--- src/rtl/status_reg.sv ---
// status_reg: 6502-style processor status register with delayed IRQ mask
module status_reg (
  input  logic       clk,
  input  logic       rst,
  input  logic       ce,
  input  logic [7:0] alu_res,
  input  logic       alu_cout,
  input  logic       alu_ovf,
  input  logic [7:0] data_in,
  input  logic       upd_nz,
  input  logic       upd_c,
  input  logic       upd_v,
  input  logic       bit_op,
  input  logic       load_p,
  input  logic       rti_load,
  input  logic       set_c,
  input  logic       clr_c,
  input  logic       set_i,
  input  logic       clr_i,
  input  logic       set_d,
  input  logic       clr_d,
  input  logic       clr_v,
  input  logic       poll,
  input  logic       push_b,
  output logic       flag_n,
  output logic       flag_v,
  output logic       flag_d,
  output logic       flag_i,
  output logic       flag_z,
  output logic       flag_c,
  output logic [7:0] p_out,
  output logic       irq_mask,
  output logic       c_to_alu
);
  logic n_q, v_q, d_q, i_q, z_q, c_q, irq_mask_q;
  logic n_d, v_d, d_d, i_d, z_d, c_d, irq_mask_d;
  logic ld, zero;
  // next flags: pull beats explicit set/clr, which beats BIT, which beats ALU strobes
  always_comb begin
    ld = load_p | rti_load;
    zero = alu_res == 8'h00;
    n_d = !ce ? n_q : ld ? data_in[7] : bit_op ? data_in[7] : upd_nz ? alu_res[7] : n_q;
    v_d = !ce ? v_q : ld ? data_in[6] : clr_v ? 1'b0 : bit_op ? data_in[6] : upd_v ? alu_ovf : v_q;
    d_d = !ce ? d_q : ld ? data_in[3] : set_d ? 1'b1 : clr_d ? 1'b0 : d_q;
    i_d = !ce ? i_q : ld ? data_in[2] : set_i ? 1'b1 : clr_i ? 1'b0 : i_q;
    z_d = !ce ? z_q : ld ? data_in[1] : (bit_op | upd_nz) ? zero : z_q;
    c_d = !ce ? c_q : ld ? data_in[0] : set_c ? 1'b1 : clr_c ? 1'b0 : upd_c ? alu_cout : c_q;
    irq_mask_d = !ce ? irq_mask_q : rti_load ? data_in[2] : poll ? i_q : irq_mask_q;
  end
  // flag and mask registers, reset to I=1 with interrupts masked
  always_ff @(posedge clk) begin
    if (rst) begin
      {n_q, v_q, d_q, z_q, c_q} <= '0;
      i_q <= 1'b1;
      irq_mask_q <= 1'b1;
    end else begin
      {n_q, v_q, d_q, i_q, z_q, c_q} <= {n_d, v_d, d_d, i_d, z_d, c_d};
      irq_mask_q <= irq_mask_d;
    end
  end
  assign {flag_n, flag_v, flag_d, flag_i, flag_z, flag_c} = {n_q, v_q, d_q, i_q, z_q, c_q};
  assign p_out = {n_q, v_q, 1'b1, push_b, d_q, i_q, z_q, c_q};
  assign irq_mask = irq_mask_q;
  assign c_to_alu = c_q;
endmodule

--- config.mk ---
export PLATFORM = sky130hd
export DESIGN_NAME = status_reg
export DESIGN_NICKNAME = d
export VERILOG_FILES = /design/src/rtl/status_reg.sv
export SDC_FILE = /design/constraint.sdc
export NUM_CORES = 1
export LEC_CHECK = 0
export ABC_AREA = 1
export BUFFER_PORTS_ARGS = -buffer_cell sky130_fd_sc_hd__buf_2
export CAP_MARGIN = 20
export CORE_MARGIN = 3
export CORE_UTILIZATION = 25
export CTS_CLUSTER_DIAMETER = 60
export DETAILED_ROUTE_END_ITERATION = 8
export PLACE_DENSITY = 0.6
export SYNTH_ARGS = -nofsm -noshare
export SYNTH_HDL_FRONTEND = slang
export SYNTH_SLANG_ARGS = --single-unit
--- constraint.sdc ---
create_clock -name clk -period 0.8 [get_ports clk]
set_input_delay 0.04 -clock clk [delete_from_list [all_inputs] [get_ports clk]]
set_output_delay 0.04 -clock clk [all_outputs]
set_load 0.005 [all_outputs]
Word-level counts from Yosys, hierarchy flattened
Cells that the tools add are included.

operators by class
  bitwise operators = 2
  reductions and logical operators = 15
  multiplexer cells = 21

operators by type and width
  operator             count
  1-bit 2-to-1 mux     21
  2-bit AND reduction  7
  3-bit nonzero test   3
  8-bit zero test      1
  4-bit nonzero test   2
  2-bit nonzero test   2
  1-bit OR             2

word-level totals
  input bits = 36
  flip-flop bits (word level) = 7

Logic depth before layout (Yosys ltp)
  depth in word-level cells = 4
  mapped depth = 8

Worst setup path after synthesis
OpenSTA, ideal clock, no wires.

  path type = input to register
  start = input load_p
  end = register c_q, in the netlist c_to_alu
  path buffers = 1
  arrival = 0.568 ns
  path slack = 0.119 ns
  library setup time = 0.113 ns
  stages = 7
  path through = nor2_2 buf_6 nand4_1 nand2_1 nand2_1 nand2_1 nor2_1

on the way
  longest elaborated chain between the ends = 3
  elaborated cells on any way between the ends = 4
  classes of those cells = mux: 1; bitwise: 1; reduce/logical: 2

RTL lines
  item                                  line  source
  from (decl)                           14    input logic load_p,
  1-bit OR (*)                          40    ld = load_p | rti_load;
  4-bit nonzero test (no source line)   -
  2-bit AND reduction (no source line)  -
  to (signal assigned)                  57    {n_q, v_q, d_q, i_q, z_q, c_q} <= {n_d, v_d, d_d, i_d, z_d, c_d};
  to (decl)                             35    logic n_q, v_q, d_q, i_q, z_q, c_q, irq_mask_q;

Every way passes the cells marked *; elsewhere a longest branch is shown, timed or not.
A chain may end at the register's enable or synchronous reset.

Final worst setup path
  start = register i_q, in the netlist flag_i
  end = output p_out[2]

RTL lines
  item                    line  source
  from (decl)             35
  from (signal assigned)  57
  to (decl)               31    output logic [7:0] p_out,

No word-level cell between the ends.

==> results.md <==
- Worst Reg-to-Reg Cells: 3
- Yosys warnings: 0
- Synthesized flop and latch total: 7
- # IOs: 52
- CTS H-Tree Depth: 1
- Vias in the first global route: 586
- Largest net degree at the start of global routing: 11
- Maximum VDD drop: 0.000873 V
- CP bufs+invs: 1
- Root Buffer: clkbuf_4
- Tot GR Track Use: 0.118
- FMAX: 1320 MHz
- Initial antenna violation count: 0
- Mean post-synth cell area: 6.17 µm²
- # nets final: 171
- Worst Setup SP: flag_i
- N_diodes: 0
- Fin. Hold Viols: 0
- Die height: 52.9 µm
- Min cycle time layout: 757 ps
- Worst Setup End Kind: output port
- Most frequent cells in the layout: buf_2 (46), nand2_1 (18), nor2_1 (17), inv_1 (13), o21ai_0 (9)
- Final setup viols: 0
- Non-Filler Instances: 161
- Initial drt markers: 8
- WL per Instance: 9.47 µm
- Syn Inst Count: 89
- Most common library cell in the layout ignoring fill and taps: buf_2
- Finished Core Util: 0.407
- CTS Buf Count: 3
- Longest Clk Path Bufs: 2
- Syn nets: 125
- Global-route wire length before repair: 2380 µm
- Sequential fraction of the synthesis area: 0.255
- Drt pass-1 iters: 4
- Core area: 2020 µm²
- Total wire length: 1530 µm
- Critical path's slowest cell: dfxtp_2
- Post-synth cell types: 18
- Hold Crit Depth: 0
- Clock sink count: 7
- Critical path class: reg2out
- Vias post-DR: 651
- CP required: 760 ps
- Routed Antenna Nets: 0
- CTS tree: done
- Share of layout cells above drive strength 1: 0.463
- Crit path capture: p_out[2]
- Outcome: complete, no violations
- Slowest stage delay, CP: 350 ps
- Unrepaired setup endpoints after global routing: true
- Dpl hpwl: 1320 µm
- DRC: 0
- Chip Width: 52.9 µm
- Layout area overhead: 49.7%
- Buffers on Ports: 46
- Worst-path cell chain: buf_2
- CP startpoint kind: register
- # fillers: 230
- Post CTS Setup Buffer Count: 0
- Max cap viols: 0
- Die area: 2800 µm²
- R2R setup slack: 150 ps
- Clock Latency Late Sink: 250 ps
- CTS clk-pin slew, worst paths: 50 ps
- Grt total ovfl: 0
- Min-Delay Path Class: in2out
- Post-Syn Area: 549 µm²
- DP Cell Count: 155
- Period utilization: 0.946
- Worst R2R End: irq_mask
- Vias per inst: 4.04
- RD Place Congestion: 0.689
- Origin of the critical flop-to-flop path: flag_i
- Initial Util: 0.272
- Slew Viols, Final: 0
- Clock Skew: 4.14 ps
- Worst EP arrival: 720 ps
- Crit-path leading delay family: flip-flops
- Levels on crit path: 1
- Power per Cell Area: 1250 nW/µm²
- Crit path max fanout: 4
- Site Rows: 16
- Pleak: 0.483 nW
## where the power goes
part	internal, W	total (W)	switching [W]
clock	0.000191	0.000326	0.000135
sequential	0.000380	0.000399	0.0000183
combinational	0.000159	0.000300	0.000141
## cell type report
| class | count | area, µm² | area share |
|---|---|---|---|
| Clock buffer | 4 | 26.3 | 0.0320 |
| Inverter | 13 | 48.8 | 0.0594 |
| Multi-Input combinational cell | 59 | 282 | 0.342 |
| Sequential cell | 7 | 146 | 0.178 |
| Tap cell | 27 | 33.8 | 0.0411 |
| Timing Repair Buffer | 51 | 285 | 0.347 |
## sequential cells by signal, summed over array words and instances, names as in the netlist
signal,count
irq_mask,1
flag_v,1
flag_n,1
flag_i,1
flag_d,1
c_to_alu,1
flag_z,1
## kinds of logic after synthesis
logic type	after synthesis	synth area share
other	1	0.00683
flip-flops	7	0.255
buffers and inverters	23	0.232
AND/OR/NAND/NOR	42	0.330
AO/OA/AOI/OAI	16	0.175
## how the worst min path moves through the flow
stage	startpoint	to	slack (ps)
floorplan	rst	flag_d	110
global placement	push_b	p_out[4]	80
detailed placement	push_b	p_out[4]	80
CTS	clr_d	flag_d	80
global route	push_b	p_out[4]	80
finish	push_b	p_out[4]	80
## repair_timing
action,in CTS,in global routing
endpoints found under the hold margin,1,0
endpoints found under the setup margin,2,11
pin swaps,0,0
gates cloned,0,0
gates resized for setup,1,4
hold buffers,2,0
## per-layer routing
metal	up-vias	routed length [µm]	GRT usage
li1	355	-	-
met1	272	610	0.118
met2	24	764	0.221
met3	0	150	0.0620
met4	0	0	0.0128
met5	-	0	0
## cell usage after synthesis (all sizes together)
library cell / number / area [µm²]
o21ai: 9 / 45.0
nor2: 18 / 70.1
nand2: 20 / 85.1
a21oi: 5 / 36.3
conb: 1 / 3.75
nand3: 3 / 20.0
nand4: 1 / 6.26
a21o: 1 / 7.51
buf: 10 / 78.8
inv: 13 / 48.8
dfxtp: 7 / 140
o211ai: 1 / 7.51
## per-stage QoR
stage	hold slack [ps]	power (W)	instance area [µm²]	setup TNS, ps	setup slack, ps
floorplan	109	0.000570	549	0	119
global placement	80.1	0.000693	769	-236	-75.6
detailed placement	80.1	0.000699	769	-312	-83.6
CTS	79.7	0.00104	817	0	13.6
global route	80.0	0.00112	822	-9.33	-5.90
finish	80.0	0.00103	822	0	43.1
No activity file was read; power rests on OpenSTA's default activity.
